--- src/rtl/reg_file_mp_pkg.sv ---
// Shared types, constants and helpers for the multi-port register file.
package rf_pkg;
    localparam int RF_DEPTH   = 32;
    localparam int RF_WIDTH   = 32;
    localparam int RF_AW      = $clog2(RF_DEPTH);
    localparam int MAX_WPORTS = 8;

    typedef logic [RF_AW-1:0]    rf_addr_t;
    typedef logic [RF_WIDTH-1:0] rf_data_t;

    localparam rf_addr_t ZERO_ADDR = '0;

    // Highest-index set bit of a write-port hit vector, or -1 when no port hits.
    function automatic int rf_wr_select(input logic [MAX_WPORTS-1:0] hit);
        int sel;
        sel = -1;
        for (int i = 0; i < MAX_WPORTS; i++) begin
            if (hit[i]) sel = i;
        end
        return sel;
    endfunction
endpackage

--- src/rtl/reg_file_mp_if.sv ---
// Write, read and scoreboard signals of the register file, grouped as one bus.
interface reg_file_mp_if #(
    parameter int DEPTH  = 32,
    parameter int WIDTH  = 32,
    parameter int NREAD  = 2,
    parameter int NWRITE = 2
);
    localparam int AW = $clog2(DEPTH);

    logic [NWRITE-1:0]           wr_en;
    logic [NWRITE-1:0][AW-1:0]   wr_addr;
    logic [NWRITE-1:0][WIDTH-1:0] wr_data;
    logic [NREAD-1:0][AW-1:0]    rd_addr;
    logic [NREAD-1:0][WIDTH-1:0] rd_data;
    logic [NREAD-1:0]            rd_busy;
    logic                        sb_set;
    logic [AW-1:0]               sb_addr;
    logic [DEPTH-1:0]            busy_vec;

    modport master (
        output wr_en, wr_addr, wr_data, rd_addr, sb_set, sb_addr,
        input  rd_data, rd_busy, busy_vec
    );
    modport slave (
        input  wr_en, wr_addr, wr_data, rd_addr, sb_set, sb_addr,
        output rd_data, rd_busy, busy_vec
    );
endinterface

--- src/rtl/reg_file_mp_bypass_mux.sv ---
// Per-read-port select: zero entry, same-cycle write forwarding, or stored array value.
module rf_bypass_mux
    import rf_pkg::*;
#(
    parameter int AW       = 5,
    parameter int WIDTH    = 32,
    parameter int NWRITE   = 2,
    parameter int ZERO_REG = 1,
    parameter int BYPASS   = 1
) (
    input  logic [AW-1:0]              rd_addr,
    input  logic [NWRITE-1:0]          wr_en,
    input  logic [NWRITE-1:0][AW-1:0]  wr_addr,
    input  logic [NWRITE-1:0][WIDTH-1:0] wr_data,
    input  logic                       sb_set,
    input  logic [AW-1:0]              sb_addr,
    input  logic [WIDTH-1:0]           arr_data,
    input  logic                       arr_busy,
    output logic [WIDTH-1:0]           rd_data,
    output logic                       rd_busy
);
    logic [MAX_WPORTS-1:0] hit;
    logic [WIDTH-1:0]      fwd_data;
    logic                  is_zero;
    int                    sel;

    always_comb begin
        hit = '0;
        for (int p = 0; p < NWRITE; p++) begin
            hit[p] = wr_en[p] && (wr_addr[p] == rd_addr);
        end
        sel = rf_wr_select(hit);
        fwd_data = '0;
        for (int p = 0; p < NWRITE; p++) begin
            if (p == sel) fwd_data = wr_data[p];
        end
        is_zero = (ZERO_REG != 0) && (rd_addr == AW'(ZERO_ADDR));

        // A retiring write clears busy unless a new producer issues to the same register.
        if (is_zero) begin
            rd_data = '0;
            rd_busy = 1'b0;
        end else if ((BYPASS != 0) && (sel >= 0)) begin
            rd_data = fwd_data;
            rd_busy = sb_set && (sb_addr == rd_addr);
        end else begin
            rd_data = arr_data;
            rd_busy = arr_busy;
        end
    end
endmodule

--- src/rtl/reg_file_mp.sv ---
// Multi-port register file with per-entry busy scoreboard for issue/writeback hazard checks.
module reg_file_mp
    import rf_pkg::*;
#(
    parameter int DEPTH    = 32,
    parameter int WIDTH    = 32,
    parameter int NREAD    = 2,
    parameter int NWRITE   = 2,
    parameter int ZERO_REG = 1,
    parameter int BYPASS   = 1
) (
    input logic         clk,
    input logic         reset_n,
    reg_file_mp_if.slave bus
);
    localparam int AW = $clog2(DEPTH);

    logic [WIDTH-1:0] mem [DEPTH];
    logic [DEPTH-1:0] busy;

    // Later ports are assigned last, so the highest index wins an address conflict;
    // the set is applied after the clears so a same-cycle issue keeps the entry busy.
    always_ff @(posedge clk or negedge reset_n) begin
        if (!reset_n) begin
            for (int i = 0; i < DEPTH; i++) mem[i] <= '0;
            busy <= '0;
        end else begin
            for (int p = 0; p < NWRITE; p++) begin
                if (bus.wr_en[p] && !((ZERO_REG != 0) && (bus.wr_addr[p] == '0))) begin
                    mem[bus.wr_addr[p]]  <= bus.wr_data[p];
                    busy[bus.wr_addr[p]] <= 1'b0;
                end
            end
            if (bus.sb_set && !((ZERO_REG != 0) && (bus.sb_addr == '0))) begin
                busy[bus.sb_addr] <= 1'b1;
            end
        end
    end

    assign bus.busy_vec = busy;

    for (genvar r = 0; r < NREAD; r++) begin : g_rd
        logic [WIDTH-1:0] mux_data;
        logic             mux_busy;

        rf_bypass_mux #(
            .AW       (AW),
            .WIDTH    (WIDTH),
            .NWRITE   (NWRITE),
            .ZERO_REG (ZERO_REG),
            .BYPASS   (BYPASS)
        ) u_mux (
            .rd_addr  (bus.rd_addr[r]),
            .wr_en    (bus.wr_en),
            .wr_addr  (bus.wr_addr),
            .wr_data  (bus.wr_data),
            .sb_set   (bus.sb_set),
            .sb_addr  (bus.sb_addr),
            .arr_data (mem[bus.rd_addr[r]]),
            .arr_busy (busy[bus.rd_addr[r]]),
            .rd_data  (mux_data),
            .rd_busy  (mux_busy)
        );

        // Forwarded write data must not leak out while reset is held.
        assign bus.rd_data[r] = reset_n ? mux_data : '0;
        assign bus.rd_busy[r] = reset_n && mux_busy;
    end
endmodule

--- src/flat_wrapper.sv ---
// flat-port wrapper written by rule: the top's interface ports become plain ports
module reg_file_mp_flat import rf_pkg::*;
#(
    parameter int DEPTH    = 32,
    parameter int WIDTH    = 32,
    parameter int NREAD    = 2,
    parameter int NWRITE   = 2,
    parameter int ZERO_REG = 1,
    parameter int BYPASS   = 1
)
  (clk, reset_n, bus_wr_en, bus_wr_addr, bus_wr_data, bus_rd_addr, bus_sb_set, bus_sb_addr, bus_rd_data, bus_rd_busy, bus_busy_vec);
  reg_file_mp_if #(.DEPTH(DEPTH), .WIDTH(WIDTH), .NREAD(NREAD), .NWRITE(NWRITE)) bus_i ();
  input logic clk;
  input logic reset_n;
  input wire logic [$bits(bus_i.wr_en)-1:0] bus_wr_en;
  input wire logic [$bits(bus_i.wr_addr)-1:0] bus_wr_addr;
  input wire logic [$bits(bus_i.wr_data)-1:0] bus_wr_data;
  input wire logic [$bits(bus_i.rd_addr)-1:0] bus_rd_addr;
  input wire logic [$bits(bus_i.sb_set)-1:0] bus_sb_set;
  input wire logic [$bits(bus_i.sb_addr)-1:0] bus_sb_addr;
  output wire logic [$bits(bus_i.rd_data)-1:0] bus_rd_data;
  output wire logic [$bits(bus_i.rd_busy)-1:0] bus_rd_busy;
  output wire logic [$bits(bus_i.busy_vec)-1:0] bus_busy_vec;
  assign bus_i.wr_en = bus_wr_en;
  assign bus_i.wr_addr = bus_wr_addr;
  assign bus_i.wr_data = bus_wr_data;
  assign bus_i.rd_addr = bus_rd_addr;
  assign bus_i.sb_set = bus_sb_set;
  assign bus_i.sb_addr = bus_sb_addr;
  assign bus_rd_data = bus_i.rd_data;
  assign bus_rd_busy = bus_i.rd_busy;
  assign bus_busy_vec = bus_i.busy_vec;
  reg_file_mp #(.DEPTH(DEPTH), .WIDTH(WIDTH), .NREAD(NREAD), .NWRITE(NWRITE), .ZERO_REG(ZERO_REG), .BYPASS(BYPASS)) u_core (.clk(clk), .reset_n(reset_n), .bus(bus_i));
endmodule
--- config.mk ---
export PLATFORM = sky130hd
export DESIGN_NAME = reg_file_mp_flat
export DESIGN_NICKNAME = d
export VERILOG_FILES = /design/src/rtl/reg_file_mp_pkg.sv /design/src/rtl/reg_file_mp_if.sv /design/src/rtl/reg_file_mp_bypass_mux.sv /design/src/rtl/reg_file_mp.sv /design/src/flat_wrapper.sv
export SDC_FILE = /design/constraint.sdc
export NUM_CORES = 2
export LEC_CHECK = 0
export ABC_CLOCK_PERIOD_IN_PS = 6900
export CAP_MARGIN = 20
export CORE_UTILIZATION = 55
export CTS_CLUSTER_DIAMETER = 40
export DETAILED_ROUTE_END_ITERATION = 12
export HOLD_SLACK_MARGIN = 0.15
export PLACE_DENSITY = 0.72
export SYNTH_ARGS = -nofsm -noshare
export SYNTH_HDL_FRONTEND = slang
export SYNTH_SLANG_ARGS = --single-unit
export TNS_END_PERCENT = 1
--- constraint.sdc ---
create_clock -name clk -period 6.9 [get_ports clk]
set_input_delay 1.38 -clock clk [delete_from_list [all_inputs] [get_ports clk]]
set_output_delay 1.38 -clock clk [all_outputs]
set_load 0.005 [all_outputs]
Yosys cells after proc, flatten, opt, wreduce, memory -nomap -nowiden --
Cells that the tools add are included.
Cells by class: order comparisons 16, equal/unequal tests 8, mux-type cells 45, bitwise logic cells 9, reductions and logical operators 26
Operators with widths (number):
- $bwmux 1024 | 2
- $mux 1024 | 2
- $mux 32 | 23
- $bmux 32 s5 | 2
- $demux 32 s5 | 2
- $and 32x32->32 | 2
- $eq 2x32->1 const A | 2
- $ge 32x1->1 const B | 2
- $logic_not 32->1 | 2
- $not 32->32 | 2
- $or 32x32->32 | 1
- $eq 5x5->1 | 6
- $lt 5x6->1 const B | 5
- $logic_not 5->1 | 5
- $ge 6x6->1 const B | 4
- $not 5->6 | 4
- $logic_and 1x1->1 | 16
- $demux 1 s5 | 3
- $ge 5x1->1 const B | 3
- $lt 6x1->1 const B | 2
- $bmux 1 s5 | 2
- $mux 1 | 9
- $logic_not 1->1 | 3
Word-level totals: register bits after elaboration 1056, bits of input ports 94, output and inout bits 98

Logic depth before layout (Yosys ltp) --
depth after elaboration 11, gate-level depth with buffers 10, depth with buffers taken out 6

Cells and area by module --
A second synthesis with hierarchy kept.
Second synthesis, totals: cell total of the unflattened synthesis 7737, area total of the unflattened synthesis 68727.2 µm²
By module, submodules not included:
- reg_file_mp | instances 1, cells each 7393, area an instance 66927.9 µm²
- rf_bypass_mux | instances 2, cells each 172, area an instance 899.6 µm²

Worst setup path before layout --
OpenSTA, ideal clock, no wires.
path type input to output, start point input bus_rd_addr[1], end point output bus_rd_data[30], arrival 3.035 ns, data required time 5.520 ns, path slack 2.485 ns, stages on the path 7, buffers on the path 3, cell sequence buf_2 -> buf_4 -> buf_1 -> mux4_2 -> mux4_2 -> o22ai_1 -> nor2_1
On the way: cells in the longest elaborated chain, start to end 10
RTL lines:
- start, declared | line flat_wrapper.sv:18 | input wire logic [$bits(bus_i.rd_addr)-1:0] bus_rd_addr;
- branches (longest 8 deep; another with $ge 32x1->1)
- $mux 32 * | line reg_file_mp_bypass_mux.sv:40 | if (is_zero) begin
- $mux 32 * | line reg_file_mp.sv:66 | assign bus.rd_data[r] = reset_n ? mux_data : '0;
- end, declared | line flat_wrapper.sv:21 | output wire logic [$bits(bus_i.rd_data)-1:0] bus_rd_data;
Mark *: on every way between the ends. The select of a mux whose other input is x is not followed.

Worst setup path in the final report --
start point input bus_rd_addr[4], end point output bus_rd_data[18]
Same word-level chain as after synthesis.

==> results.tsv <==
metric	value	unit
slew_headroom	0.155	
path_cells	clkdlybuf4s50_1 -> xnor2_1 -> nand3_2 -> buf_4 -> nand3_2 -> o22ai_1 -> nor2_1 -> clkdlybuf4s50_1	
report.final.slew_viol_count	0	
io_pins	192	
finalSetupTns	0	ns
finalHoldViolCount	0	
hold_path_class	flop to flop	
clk_path_buf_depth	3	
worstPathBufferInverterCount	3	
slowest_delay	0.99	ns
cts_resized	0	
p_switching	7310	uW
dr.pass1.iters	7	
die_y	352	um
postSynthAreaPerCell	10.4	um2
critPathKind	primary input to primary output	
layout_commonest_cell	dfrtp_1	
instances_no_fill	7934	
rsz0062_at_grt	false	
syn_inst	6481	
use_met1	0.549	
clk_pin_slew	0.05	ns
fin_area	75200	um2
start_kind	primary input	
routed_wl	274	mm
fmax	0.151	GHz
syn_area	67200	um2
cts.sinks	1056	
die_area	124000	um2
hp-start	u_core.mem[1013]	
numCtsBuffers	155	
tightest_slew	1.27	ns
coreArea	121000	um2
root_buffer	clkbuf_16	
worst-path-max-fanout	20	
die_x	352	um
p_leak	0.0328	uW
grt_max_degree	163	
place_hpwl	163	mm
setup_viol	0	
crit-reg2reg-launch	u_core.bus.busy_vec[24]	
ys_seq_elements	1056	
holdBufCountCts	0	
h-tree-depth	4	
via_count	58000	
grt_usage	0.443	
grt_pass1_wl	391	mm
cap_violations	0	
drc	0	
intPower	15600	uW
synth_edf_count	0	
dp.cells	7629	
routabilityCongestion	0.987	
grt_util_met2	0.596	
grt_pass1_vias	54900	
drtAntennaViolNets	0	
cp-end-kind	primary output	
area_growth	11.9	%
skew	0	ns
synth_fp_nets	6575	
crit_required	5.52	ns
period_share	0.962	
powerDensity	305	nW/um2
grt-busiest-layer	met2	
critical_path.top_delay_family	buffers and inverters	
numPortBuffers	191	
drt_iter0_drc	10500	
cts_setup_buffers	0	
start_util	0.557	
p_comb_frac	0.245	
ys_types	53	
cp-startpoint	bus_rd_addr[4]	
drive_gt1_frac	0.175	
row_count	127	
cp.arrival	5.26	ns
yosys_warnings	0	
ys_dominant_reg_cell	dfrtp_1	
clock_power_share	0.357	
wire_per_inst	34.6	um
mostFrequentLayoutCells	dfrtp_1 (1056), mux2i_1 (991), nand2_1 (754), o21ai_0 (571), mux4_2 (524)	
cts_tree	built	
antenna_found_initial	14	
status	completed	
nNetsFinal	6275	
placed_area	69700	um2
viasPerCell	7.31	
clk_latency	0.80	ns
period_needed	6.64	ns
swShare	0.318	
synthArstFlopShare	1.00	
ir_drop	300	uV
synth-seq-area-share	0.393	
grt_overflow	0	
fillers	9426	
cp_slowest_cell	clkdlybuf4s50_1	
pwr-share-seq	0.398	
grtUsageMet3	0.218	
-- Yosys cell counts, types with 8 or more instances --
master	n	area, um2
xor2_1	24	210
o21ai_1	47	235
nor2b_1	131	820
nor2_1	491	1840
mux2i_1	991	9920
buf_4	69	518
o22ai_1	66	413
nand2b_1	9	56.3
a211oi_1	124	931
a32o_1	18	180
clkbuf_1	552	2070
o221ai_1	73	639
and2_1	8	50.1
nand2_1	780	2930
nand3_1	15	75.1
nor4_1	8	50.1
buf_2	182	911
dfrtp_1	1056	26400
inv_1	12	45.0
a21oi_1	468	2340
a32oi_1	85	744
a31oi_1	52	325
buf_1	51	191
mux4_2	524	11800
o21ai_0	571	2860
-- per-layer routing --
metal | part of all wire | up-vias
met3 | 0.17 | 1256
li1 | - | 23100
met5 | 0.0025 | -
met1 | 0.34 | 28400
met4 | 0.080 | 33
met2 | 0.41 | 5214
-- cell type report --
class | instances | area (um2) | share of cell area
flip-flops and latches | 1056 | 26400 | 0.351
multi-input cells | 4549 | 37400 | 0.497
diodes | 11 | 27.5 | 0.000366
inverters | 12 | 45.0 | 0.000599
clock buffers | 200 | 4410 | 0.0586
repair buffers | 407 | 4020 | 0.0534
well taps | 1612 | 2020 | 0.0268
clock inverters | 87 | 911 | 0.0121
-- cells by family after synthesis --
logic type | share of synthesized area
AOI/OAI and AO/OA | 0.130
xor gates and xnor gates | 0.00391
buffers and inverters | 0.0569
DFF | 0.393
muxes | 0.323
and+or+nand+nor | 0.0932
-- state kept, by name (all words and copies together) (netlist names) --
name                 count
u_core.mem            1024
u_core.bus.busy_vec     32
-- through the flow --
stage,hold WS (ns),utilization,total power [uW],worst slack (ns)
6_report,0.389,0.624,23000,0.265
5_1_grt,0.404,0.624,23700,0.463
4_1_cts,0.396,0.622,22700,0.760
3_5_place_dp,0.383,0.578,14600,0.759
3_3_place_gp,0.376,0.578,14300,0.815
2_1_floorplan,0.441,-,12600,2.48
-- final timing paths --
kind                            slack, ns  cells after the start                 endpoint
worst max-delay path                 0.26                      8          bus_rd_data[18]
worst min-delay path                 0.39                      0         u_core.mem[1013]
worst max register to register       5.95                      1  u_core.bus.busy_vec[24]
worst min register to register       0.39                      0         u_core.mem[1013]
max in group asynchronous            3.42                      4          u_core.mem[674]
min in group asynchronous            0.53                      1          u_core.mem[699]
-- power by group through the flow --
stage	clock (uW)	sequential, uW	combinational (uW)
global route	8460	9260	5960
finish	8210	9130	5630
floorplan	0	8640	3960
global placement	0	8980	5290
CTS	8200	9030	5470
detailed placement	0	9110	5450
Power figures use the tool's default switching activity.
